**src/rtl/serial_alu_pkg.sv**
```systemverilog
// serial_alu_pkg: shared types for the serial ALU.
//   alu_op_e    - opcode encoding (ADD, SUB, AND, OR)
//   alu_state_e - control FSM states
//   maj3        - 3-input majority, the full-adder carry
package serial_alu_pkg;

  typedef enum logic [1:0] {
    OpAdd = 2'b00,
    OpSub = 2'b01,
    OpAnd = 2'b10,
    OpOr  = 2'b11
  } alu_op_e;

  typedef enum logic [1:0] {
    StIdle = 2'b00,
    StRun  = 2'b01,
    StDone = 2'b10
  } alu_state_e;

  function automatic logic maj3(input logic x, input logic y, input logic z);
    return (x & y) | (x & z) | (y & z);
  endfunction

endpackage

```
**src/rtl/alu_bit_slice.sv**
```systemverilog
// alu_bit_slice: combinational 1-bit ALU slice.
//   a, b       - operand bits
//   ainv, binv - operand inversion, applied to logic ops only
//   cin        - carry in (already complemented by the caller for SUB)
//   op         - operation
//   res        - result bit
//   cout       - carry out (0 for logic ops)
module alu_bit_slice
  import serial_alu_pkg::*;
(
  input  logic    a,
  input  logic    b,
  input  logic    ainv,
  input  logic    binv,
  input  logic    cin,
  input  alu_op_e op,
  output logic    res,
  output logic    cout
);

  always_comb begin
    res  = 1'b0;
    cout = 1'b0;
    unique case (op)
      OpAdd: begin
        res  = a ^ b ^ cin;
        cout = maj3(a, b, cin);
      end
      // Subtraction is A + ~B + carry; the inverts do not apply.
      OpSub: begin
        res  = a ^ ~b ^ cin;
        cout = maj3(a, ~b, cin);
      end
      OpAnd: res = (a ^ ainv) & (b ^ binv);
      OpOr:  res = (a ^ ainv) | (b ^ binv);
      default: ;
    endcase
  end

endmodule

```
**src/rtl/serial_alu.sv**
```systemverilog
// serial_alu: multi-cycle WIDTH-bit ALU, SLICES bits per clock, LSB chunk first.
//   clk, reset (sync, active-high)
//   start, a, b, op, ainvert, binvert, carry_in - request, latched when accepted
//   busy   - high while the chunks are being processed
//   done   - one-cycle pulse, result and flags valid
//   result, carry_out, overflow, zero, greater - held until the next accepted start
module serial_alu
  import serial_alu_pkg::*;
#(
  parameter int unsigned WIDTH  = 8,
  parameter int unsigned SLICES = 1
) (
  input  logic             clk,
  input  logic             reset,
  input  logic             start,
  input  logic [WIDTH-1:0] a,
  input  logic [WIDTH-1:0] b,
  input  logic [1:0]       op,
  input  logic             ainvert,
  input  logic             binvert,
  input  logic             carry_in,
  output logic             busy,
  output logic             done,
  output logic [WIDTH-1:0] result,
  output logic             carry_out,
  output logic             overflow,
  output logic             zero,
  output logic             greater
);

  if (WIDTH < 2 || SLICES == 0 || (WIDTH % SLICES) != 0) begin : g_param_check
    $error("serial_alu: WIDTH must be >= 2 and an integer multiple of SLICES");
  end

  localparam int unsigned NChunks = WIDTH / SLICES;
  localparam int unsigned CntW    = (NChunks > 1) ? $clog2(NChunks) : 1;
  localparam logic [CntW-1:0] LastCnt = CntW'(NChunks - 1);

  alu_state_e       state_q, state_d;
  logic [CntW-1:0]  cnt_q, cnt_d;
  // Operands shift right each cycle so the current chunk always sits in the low bits.
  logic [WIDTH-1:0] a_sh_q, a_sh_d, b_sh_q, b_sh_d;
  logic [WIDTH-1:0] res_sh_q, res_sh_d;
  alu_op_e          op_q, op_d;
  logic             ainv_q, ainv_d, binv_q, binv_d;
  logic             carry_q, carry_d;
  logic             gt_q, gt_d;
  logic             nz_q, nz_d;
  logic [WIDTH-1:0] result_q, result_d;
  logic             carry_out_q, carry_out_d;
  logic             overflow_q, overflow_d;
  logic             zero_q, zero_d;
  logic             greater_q, greater_d;

  logic [SLICES:0]          chain;
  logic [SLICES-1:0]        chunk_res;
  logic [WIDTH+SLICES-1:0]  res_cat;
  logic                     gt_chunk;
  logic                     is_arith;

  assign chain[0] = carry_q;

  for (genvar i = 0; i < SLICES; i++) begin : g_slice
    alu_bit_slice u_slice (
      .a    (a_sh_q[i]),
      .b    (b_sh_q[i]),
      .ainv (ainv_q),
      .binv (binv_q),
      .cin  (chain[i]),
      .op   (op_q),
      .res  (chunk_res[i]),
      .cout (chain[i+1])
    );
  end

  // New chunk enters at the top; after NChunks shifts the word is in place.
  assign res_cat  = {chunk_res, res_sh_q};
  assign is_arith = (op_q == OpAdd) || (op_q == OpSub);

  // Higher bits override lower ones whenever the operand bits differ.
  always_comb begin
    gt_chunk = gt_q;
    for (int i = 0; i < int'(SLICES); i++) begin
      if (a_sh_q[i] != b_sh_q[i]) gt_chunk = a_sh_q[i];
    end
  end

  always_comb begin
    state_d     = state_q;
    cnt_d       = cnt_q;
    a_sh_d      = a_sh_q;
    b_sh_d      = b_sh_q;
    res_sh_d    = res_sh_q;
    op_d        = op_q;
    ainv_d      = ainv_q;
    binv_d      = binv_q;
    carry_d     = carry_q;
    gt_d        = gt_q;
    nz_d        = nz_q;
    result_d    = result_q;
    carry_out_d = carry_out_q;
    overflow_d  = overflow_q;
    zero_d      = zero_q;
    greater_d   = greater_q;

    case (state_q)
      StIdle, StDone: begin
        state_d = StIdle;
        if (start) begin
          state_d = StRun;
          cnt_d   = '0;
          a_sh_d  = a;
          b_sh_d  = b;
          op_d    = alu_op_e'(op);
          ainv_d  = ainvert;
          binv_d  = binvert;
          // SUB is A + ~B + ~borrow_in.
          carry_d = (alu_op_e'(op) == OpSub) ? ~carry_in : carry_in;
          gt_d    = 1'b0;
          nz_d    = 1'b0;
        end
      end
      StRun: begin
        a_sh_d   = a_sh_q >> SLICES;
        b_sh_d   = b_sh_q >> SLICES;
        res_sh_d = res_cat[WIDTH+SLICES-1:SLICES];
        carry_d  = chain[SLICES];
        gt_d     = gt_chunk;
        nz_d     = nz_q | (|chunk_res);
        cnt_d    = cnt_q + CntW'(1);
        if (cnt_q == LastCnt) begin
          state_d     = StDone;
          result_d    = res_cat[WIDTH+SLICES-1:SLICES];
          carry_out_d = is_arith & chain[SLICES];
          overflow_d  = is_arith & (chain[SLICES] ^ chain[SLICES-1]);
          zero_d      = ~nz_d;
          greater_d   = gt_chunk;
        end
      end
      default: state_d = StIdle;
    endcase
  end

  always_ff @(posedge clk) begin
    if (reset) begin
      state_q     <= StIdle;
      cnt_q       <= '0;
      a_sh_q      <= '0;
      b_sh_q      <= '0;
      res_sh_q    <= '0;
      op_q        <= OpAdd;
      ainv_q      <= 1'b0;
      binv_q      <= 1'b0;
      carry_q     <= 1'b0;
      gt_q        <= 1'b0;
      nz_q        <= 1'b0;
      result_q    <= '0;
      carry_out_q <= 1'b0;
      overflow_q  <= 1'b0;
      zero_q      <= 1'b0;
      greater_q   <= 1'b0;
    end else begin
      state_q     <= state_d;
      cnt_q       <= cnt_d;
      a_sh_q      <= a_sh_d;
      b_sh_q      <= b_sh_d;
      res_sh_q    <= res_sh_d;
      op_q        <= op_d;
      ainv_q      <= ainv_d;
      binv_q      <= binv_d;
      carry_q     <= carry_d;
      gt_q        <= gt_d;
      nz_q        <= nz_d;
      result_q    <= result_d;
      carry_out_q <= carry_out_d;
      overflow_q  <= overflow_d;
      zero_q      <= zero_d;
      greater_q   <= greater_d;
    end
  end

  assign busy      = (state_q == StRun);
  assign done      = (state_q == StDone);
  assign result    = result_q;
  assign carry_out = carry_out_q;
  assign overflow  = overflow_q;
  assign zero      = zero_q;
  assign greater   = greater_q;

endmodule

```
**config.mk**
```make
export PLATFORM = sky130hd
export DESIGN_NAME = serial_alu
export DESIGN_NICKNAME = d
export VERILOG_FILES = /design/src/rtl/serial_alu_pkg.sv /design/src/rtl/alu_bit_slice.sv /design/src/rtl/serial_alu.sv
export SDC_FILE = /design/constraint.sdc
export NUM_CORES = 1
export LEC_CHECK = 0
export CAP_MARGIN = 5
export CORE_ASPECT_RATIO = 0.5
export CORE_MARGIN = 1.5
export CORE_UTILIZATION = 31
export CTS_CLUSTER_DIAMETER = 40
export DETAILED_ROUTE_END_ITERATION = 8
export HOLD_SLACK_MARGIN = 0.12
export PLACE_DENSITY_LB_ADDON = 0.08
export SLEW_MARGIN = 20
export SYNTH_ARGS = -nofsm -noshare
export SYNTH_HDL_FRONTEND = slang
export SYNTH_SLANG_ARGS = --single-unit
```
**constraint.sdc**
```tcl
create_clock -name clk -period 1.6 [get_ports clk]
set_clock_uncertainty 0.05 [all_clocks]
set_input_delay 0.16 -clock clk [delete_from_list [all_inputs] [get_ports clk]]
set_output_delay 0.16 -clock clk [all_outputs]
set_load 0.05 [all_outputs]
```
Word-level counts from Yosys, hierarchy flattened. Index checks and enable logic that the tools add are counted.

Flip-flop bits (word level): 48. Word-level logic and storage cells: 77.

Add/sub/neg operators: 1. Equality and inequality tests: 10. Mux-type cells: 18. Bitwise operators: 24. Reductions and logical operators: 8.

Operators with widths (count): $pmux W8 S2 (2); $mux W8 (2); $and A1 B1 Y1 (8); $pmux W1 S2 (4); $xor A1 B1 Y1 (7); $eq A2 B1 Y1 const B (3); $eq A2 B2 Y1 const B (3); $or A1 B1 Y1 (6); $pmux W3 S2 (1); $reduce_and A2 Y1 (3); $mux W1 (5); $logic_not A2 Y1 (2); $pmux W1 S4 (1); $pmux W2 S2 (1); $add A3 B1 Y3 const B (1); $eq A3 B3 Y1 const B (1); $mux W3 (1); $not A1 Y1 (3); $mux W2 (1); $ne A2 B1 Y1 const B (1); $ne A2 B2 Y1 const B (1); $reduce_bool A2 Y1 (1); $reduce_or A2 Y1 (1); $logic_or A1 B1 Y1 (1); $ne A1 B1 Y1 (1).

Logic depth before layout (Yosys ltp). Gate-level depths: netlist of the first run.

Word-level depth: 7. Depth in mapped cells: 6. Mapped depth without buffers: 6.

Hierarchy. Synthesis of the first run repeated with hierarchy kept, for this count alone.

Cells, all modules: 226. Area, all modules: 1916.8 µm².

By module, submodules not included: serial_alu (instances 1, cells each 215, area each 1835.5 µm², seq. area each 940.9 µm²); alu_bit_slice (instances 1, cells each 11, area each 81.3 µm², seq. area each 0.0 µm²).

Worst setup path before layout of the first run. Ideal clock, no wire load.

Kind: reg2reg. From: register a_sh_q[0]. To: register overflow_q, in the netlist overflow. Arrival time: 1.242 ns. Path slack: 0.192 ns. Cell stages (with the launch flop): 6. Path buffers: 0. Period minus slack after synthesis: 1.408 ns. Cells stage by stage: dfxtp_1 -> ha_1 -> and3b_2 -> o21bai_1 -> nand2_1 -> a31o_1.

Longest elaborated chain between the ends: 6. Elaborated cells on any way between the ends: 10. Those cells by class: mux: 1; bitwise: 9.

RTL lines: from (decl) (RTL line serial_alu.sv:42) `logic [WIDTH-1:0] a_sh_q, a_sh_d, b_sh_q, b_sh_d;`; from (signal assigned) (RTL line serial_alu.sv:165) `a_sh_q <= a_sh_d;`; $and A1 B1 Y1 (RTL line serial_alu_pkg.sv:21) `return (x & y) | (x & z) | (y & z);`; $or A1 B1 Y1 (2 in series) (RTL line serial_alu_pkg.sv:21); $pmux W1 S2 (*) (RTL line alu_bit_slice.sv:24) `unique case (op)`; $xor A1 B1 Y1 (*) (RTL line serial_alu.sv:135) `overflow_d = is_arith & (chain[SLICES] ^ chain[SLICES-1]);`; $and A1 B1 Y1 (*) (RTL line serial_alu.sv:135); to (signal assigned) (RTL line serial_alu.sv:176) `overflow_q <= overflow_d;`; to (decl) (RTL line serial_alu.sv:51) `logic overflow_q, overflow_d;`.

Every way passes the cells marked *; elsewhere a longest branch is shown, timed or not. A chain may end at the register's enable or synchronous reset.

Final worst setup path of the first run.
From: register state_q[0]. To: output port busy.

Longest elaborated chain between the ends: 1.

RTL lines: from (decl) (RTL line serial_alu.sv:39) `alu_state_e state_q, state_d;`; from (signal assigned) (RTL line serial_alu.sv:146) `state_q <= StIdle;`; from (signal assigned) (RTL line serial_alu.sv:163) `state_q <= state_d;`; $eq A2 B1 Y1 (RTL line serial_alu.sv:182) `assign busy = (state_q == StRun);`; to (decl) (RTL line serial_alu.sv:22) `output logic busy,`.

No other way between the ends.

==> impl_metrics.py, run 1 <==
metrics = {
    "route": {
        "drt_iter0_drc": 43,
        "wl_met2_um": 1751,
        "drt_wl_total_um": 4211,
        "avgViaCountPerCell": 4.500,
        "dr.pass1.iters": 4,
        "top_layer": "met4",
        "num_vias": 1575,
        "drt-met1-wl_um": 2197,
        "wl_met3_um": 208,
        "ant_nets": 0,
        "drcViolationCount": 0,
        "wl_per_cell_um": 12.03,
    },
    "power_and_ir_drop": {
        "p_int_mw": 2.097,
        "peakVddDrop_mv": 0.3981,
        "p_seq_share_pct": 46.0,
        "clkPwrFrac_pct": 39.5,
        "leakage_nw": 1.050,
        "swShare_pct": 24.07,
        "comb_power_share_pct": 14.6,
        "power_switching_uw": 664.8,
        "power.density_mw_per_mm2": 1042,
    },
    "global_routing": {
        "grt_pass1_wl_um": 6934,
        "grt_util_all_layers_pct": 13.37,
        "grt_pass1_vias": 1460,
        "grt_overflow": 0,
        "antenna_found_initial": 0,
        "grt_max_degree": 39,
    },
    "timing": {
        "timing.final.crit_period_ns": 1.491,
        "hold_viol": 0,
        "fin_ws_ns": 0.1095,
        "max_slew_margin_pct": 74.43,
        "drv_slew": 0,
        "rsz0062_at_grt": "no",
        "fin_crit_sh_pct": 93.16,
        "worst_pin_slew_ns": 0.3835,
        "finalSetupViolCount": 0,
        "fmax_mhz": 670.9,
    },
    "cells_and_area": {
        "fill_cells": 635,
        "final_common_cell": "dfxtp_1",
        "fin_util_pct": 43.22,
        "drive_gt1_share_pct": 16.41,
        "mostFrequentLayoutCells": "dfxtp_1, nor2_1, nand2_1",
        "n_antenna_cell": 0,
        "nets": 289,
        "seq_area_um2": 940.9,
        "multiInputGateArea_um2": 964.7,
        "areaGrowthSynthToFinish_pct": 33.12,
    },
    "logic_synthesis": {
        "synth.top_cell.area_share_pct": 47.27,
        "yosys_warnings": 0,
        "syn-num-nets": 249,
        "async_reset_ff_share_pct": 0,
        "synth_cell_types": 34,
        "synth_ff_type": "dfxtp_1",
        "synth-edff-count": 0,
        "synthCells": 221,
        "yosysSeqAreaShare_pct": 47.27,
        "ys_top_cells_by_area": "dfxtp_1, mux2i_1, nand2_1, a211oi_1, nor2_1",
        "yosysTopAreaCell": "dfxtp_1",
        "synth_area_mm2": 0.001991,
        "syn_avg_cell_area_um2": 9.008,
        "ys_seq_elements": 47,
    },
    "die": {
        "core_mm2": 0.006131,
        "dieArea_mm2": 0.006941,
        "die_w_um": 116.3,
        "initial_core_util_pct": 32.47,
        "die_h_um": 59.67,
        "ios": 38,
        "fp-row-count": 20,
    },
    "critical_path": {
        "start_kind": "register",
        "cp.arrival_ns": 1.28,
        "worst-path-max-fanout": 10,
        "ff2ff_setup_slack_ns": 0.16,
        "cp_data_required_time_ns": 1.39,
        "worst-setup-path-type": "register to primary output",
        "endpoint_kind": "primary output",
    },
    "placement": {
        "dp.final_hpwl_um": 2883,
        "gp_routability_congestion": 0.7257,
        "port_buffers": 37,
        "pre_cts_ws_ns": -0.01546,
    },
    "cts": {
        "clockRootBuffer": "clkbuf_16",
        "insertion_delay_ns": 0.28,
        "cts_buffer_depth": 2,
        "cts_sinks": 47,
        "cts_tree": "yes",
        "cts-hold-fix-buffers": 0,
        "cts_max_level": 2,
        "clk_pin_slew_ns": 0.06,
        "numCtsBuffers": 5,
    },
    "job": {
        "maxCapViolCount": 0,
    },
    "hold_path": {
        "hold_path.class": "register to register",
    },
    "outcome": {
        "status": "finished clean",
    },
}
cell families (layout without fill, tap and decap cells):
family / Yosys count / after routing / synth area share [%]
XOR/XNOR: 6 / 6 / 2.640
multiplexers: 19 / 19 / 10.18
flip-flops: 47 / 47 / 47.27
AO/OA/AOI/OAI: 45 / 45 / 15.21
adder cells (fa/ha/maj): 5 / 5 / 3.080
buffers and inverters: 20 / 61 / 4.776
AND/OR/NAND/NOR: 79 / 79 / 16.85
sequential cells by signal, summed over array words and instances (netlist names), 2 cells and up:
name / flops
a_sh_q: 8
b_sh_q: 8
cnt_q: 3
op_q: 2
res_sh_q: 7
result: 8
state_q: 2
final cells by class:
type / count / share of cell area, %
flip-flops and latches: 47 / 35.51
multi-input cells: 154 / 36.40
well taps: 88 / 4.155
clock buffers: 8 / 5.902
inverters: 4 / 0.5666
repair buffers: 49 / 17.47
cell usage after synthesis, drive strengths merged (4+ instances only):
master,instances
a21oi,18
nand3,4
buf,10
dfxtp,47
mux2i,19
inv,4
clkbuf,6
ha,4
a211oi,15
nor2,31
a22oi,5
nor3,4
nand2,31
metal layers:
layer	up-vias	track usage (%)
li1	835	-
met4	0	5.226
met2	27	20.08
met1	708	17.72
met3	5	4.767
met5	-	0
critical path, cell delays in order (launching register included):
cell      delay [ns]
dfxtp_1         0.38
nand2b_1        0.10
inv_2           0.18
buf_4           0.20
buf_12          0.14
stage by stage:
stage | TNS (ns) | hold WS, ns | power (mW) | instances | instance area [um2]
finish | 0 | 0.4036 | 2.762 | 350 | 2650
floorplan | 0 | 0.2572 | 1.550 | 221 | 1991
CTS | 0 | 0.4058 | 2.808 | 350 | 2643
global route | 0 | 0.4294 | 2.914 | 350 | 2650
global placement | 0 | 0.3924 | 1.693 | 342 | 2486
detailed placement | -0.01546 | 0.3970 | 1.699 | 342 | 2486
what timing repair did:
action | in CTS | in global routing
endpoints found under the setup margin | 0 | 8
resized for setup | 0 | 3
buffers inserted | 0 | 0
power groups by stage:
stage	sequential, mW	clock, mW	combinational, mW
floorplan	1.29	0	0.264
global placement	1.30	0	0.398
detailed placement	1.30	0	0.403
CTS	1.27	1.13	0.404
global route	1.28	1.19	0.445
finish	1.27	1.09	0.402
path summary, 6_finish.rpt:
path                           startpoint  cells past startpoint                     end
setup / recovery  state_q[0]$_SDFFE_PP0P_                      4                    busy
hold / removal     result[4]$_SDFFE_PP0P_                      2  result[4]$_SDFFE_PP0P_
setup reg to reg   a_sh_q[0]$_SDFFE_PP0P_                      5       nz_q$_SDFFE_PP0P_
hold reg to reg    result[4]$_SDFFE_PP0P_                      2  result[4]$_SDFFE_PP0P_
Note: power is estimated with default switching activity, not from simulation.
==> run 2: changes to the inputs <==
--- a/config.mk
+++ b/config.mk
@@ -11,6 +11,7 @@
 export CORE_UTILIZATION = 31
 export CTS_CLUSTER_DIAMETER = 40
 export DETAILED_ROUTE_END_ITERATION = 8
+export GPL_TIMING_DRIVEN = 0
 export HOLD_SLACK_MARGIN = 0.12
 export PLACE_DENSITY_LB_ADDON = 0.08
 export SLEW_MARGIN = 20
==> impl_metrics.py, run 2 (synthesis results as in run 1) <==
metrics = {
    "global_routing": {
        "grt_util_all_layers_pct": 14.72,
        "grt_pass1_vias": 1547,
        "antenna_found_initial": 0,
        "grt_max_degree": 16,
        "grt_pass1_wl_um": 7714,
        "grt_overflow": 0,
    },
    "critical_path": {
        "cp.arrival_ns": 1.28,
        "start_kind": "register",
        "crit_start": "state_q[1]$_SDFFE_PP0P_",
        "worst-setup-path-type": "register to primary output",
        "cp_data_required_time_ns": 1.39,
        "worst-path-max-fanout": 10,
        "reg2reg_from": "b_sh_q[0]$_SDFFE_PP0P_",
        "endpoint_kind": "primary output",
    },
    "outcome": {
        "status": "finished clean",
    },
    "cells_and_area": {
        "drive_gt1_share_pct": 10.90,
        "areaGrowthSynthToFinish_pct": 31.36,
        "nets": 293,
        "final_common_cell": "dfxtp_1",
        "final_cell_area_mm2": 0.002615,
        "mostFrequentLayoutCells": "dfxtp_1, nand2_1, nor2_1",
        "n_antenna_cell": 0,
        "final_cells": 354,
        "fin_util_pct": 42.65,
    },
    "route": {
        "drt_iter0_drc": 70,
        "drcViolationCount": 0,
        "avgViaCountPerCell": 4.573,
        "dr.pass1.iters": 4,
        "num_vias": 1619,
        "wl_per_cell_um": 12.84,
        "ant_nets": 0,
        "drt_wl_total_um": 4544,
    },
    "power_and_ir_drop": {
        "swShare_pct": 26.22,
        "leakage_nw": 1.064,
        "design_power_total_mw": 2.702,
        "power.density_mw_per_mm2": 1033,
        "peakVddDrop_mv": 0.4567,
        "comb_power_share_pct": 14.5,
        "clkPwrFrac_pct": 38.4,
        "power_switching_uw": 708.3,
        "p_int_mw": 1.993,
        "p_seq_share_pct": 47.1,
    },
    "timing": {
        "timing.final.crit_period_ns": 1.494,
        "finalSetupViolCount": 0,
        "worst_pin_slew_ns": 0.5329,
        "max_slew_margin_pct": 64.47,
        "fin_ws_ns": 0.1059,
        "fmax_mhz": 669.3,
        "drv_slew": 0,
        "rsz0062_at_grt": "no",
        "fin_crit_sh_pct": 93.38,
        "hold_viol": 0,
    },
    "placement": {
        "postPlaceCellArea_mm2": 0.002471,
        "gp_routability_congestion": 0.7055,
        "dp.final_hpwl_um": 3281,
        "port_buffers": 37,
        "dp_cells": 346,
        "pre_cts_ws_ns": -0.2968,
    },
    "die": {
        "initial_core_util_pct": 32.47,
        "fp-row-count": 20,
        "dieArea_mm2": 0.006941,
        "ios": 38,
        "die_h_um": 59.67,
        "core_mm2": 0.006131,
        "die_w_um": 116.3,
    },
    "cts": {
        "cts_buffer_depth": 2,
        "clockRootBuffer": "clkbuf_16",
        "cts_tree": "yes",
        "cts_max_level": 2,
        "cts_setup_buffers": 0,
        "insertion_delay_ns": 0.28,
        "numCtsBuffers": 5,
        "clk_pin_slew_ns": 0.07,
        "cts_sinks": 47,
    },
    "hold_path": {
        "holdCritStartpoint": "result[5]$_SDFFE_PP0P_",
        "hold_path.class": "register to register",
    },
    "job": {
        "maxCapViolCount": 0,
    },
}
-- run 2: cell count changes in the layout (fill, tap and decap cells not counted), moves of 2 or more --
cell,change
buf_12,-3
buf_4,-21
clkbuf_2,+3
clkbuf_8,-2
clkbuf_1,+3
dlygate4sd2_1,+13
clkinvlp_4,+2
buf_6,+2
buf_2,+5
-- run 2: final timing paths --
check,depth (start not counted),slack (ns),endpoint
setup / recovery,4,0.11,busy
hold reg to reg,2,0.40,result[5]$_SDFFE_PP0P_
setup reg to reg,6,0.13,overflow$_SDFFE_PP0P_
hold / removal,2,0.40,result[5]$_SDFFE_PP0P_
-- run 2: cell type report --
| cell class | count | area, um2 |
|---|---|---|
| Multi-Input combinational cell | 154 | 958.4 |
| Buffer | 16 | 88.84 |
| Tap cell | 88 | 110.1 |
| Timing Repair Buffer | 37 | 355.3 |
| Sequential cell | 47 | 942.2 |
| Inverter | 4 | 15.01 |
| Fill cell | 633 | 3516 |
| Clock inverter | 3 | 20.02 |
| Clock buffer | 5 | 125.1 |
-- run 2: through the flow --
step	TNS (ns)	hold slack, ns
after floorplan	0	0.2572
final	0	0.4015
after CTS	0	0.4053
after global placement	-5.517	0.3943
after global routing	0	0.4217
after detailed placement	-6.809	0.3982
-- run 2: power groups by stage --
stage	Sequential (mW)	Clock, mW	Combinational (mW)
floorplan	1.29	0	0.264
global placement	1.30	0	0.383
detailed placement	1.30	0	0.389
CTS	1.27	1.06	0.392
global route	1.28	1.13	0.433
finish	1.27	1.04	0.393
-- run 2: critical path, stage by stage (launching register included) --
cell	delay, ns
dfxtp_1	0.31
nand2b_1	0.18
inv_2	0.14
buf_4	0.20
buf_6	0.17
-- run 2: metal layers --
| metal | global-route usage [%] | routed length, um |
|---|---|---|
| met5 | 0 | 0 |
| met3 | 4.868 | 227 |
| met2 | 22.86 | 1824 |
| met4 | 2.613 | 13 |
| met1 | 20.31 | 2479 |
-- run 2: what timing repair did --
item                                    in CTS  in global routing
gates resized for setup                     21                  8
endpoints found under the setup margin      15                 22
pin swaps                                    0                  0
hold buffers                                 0                  0
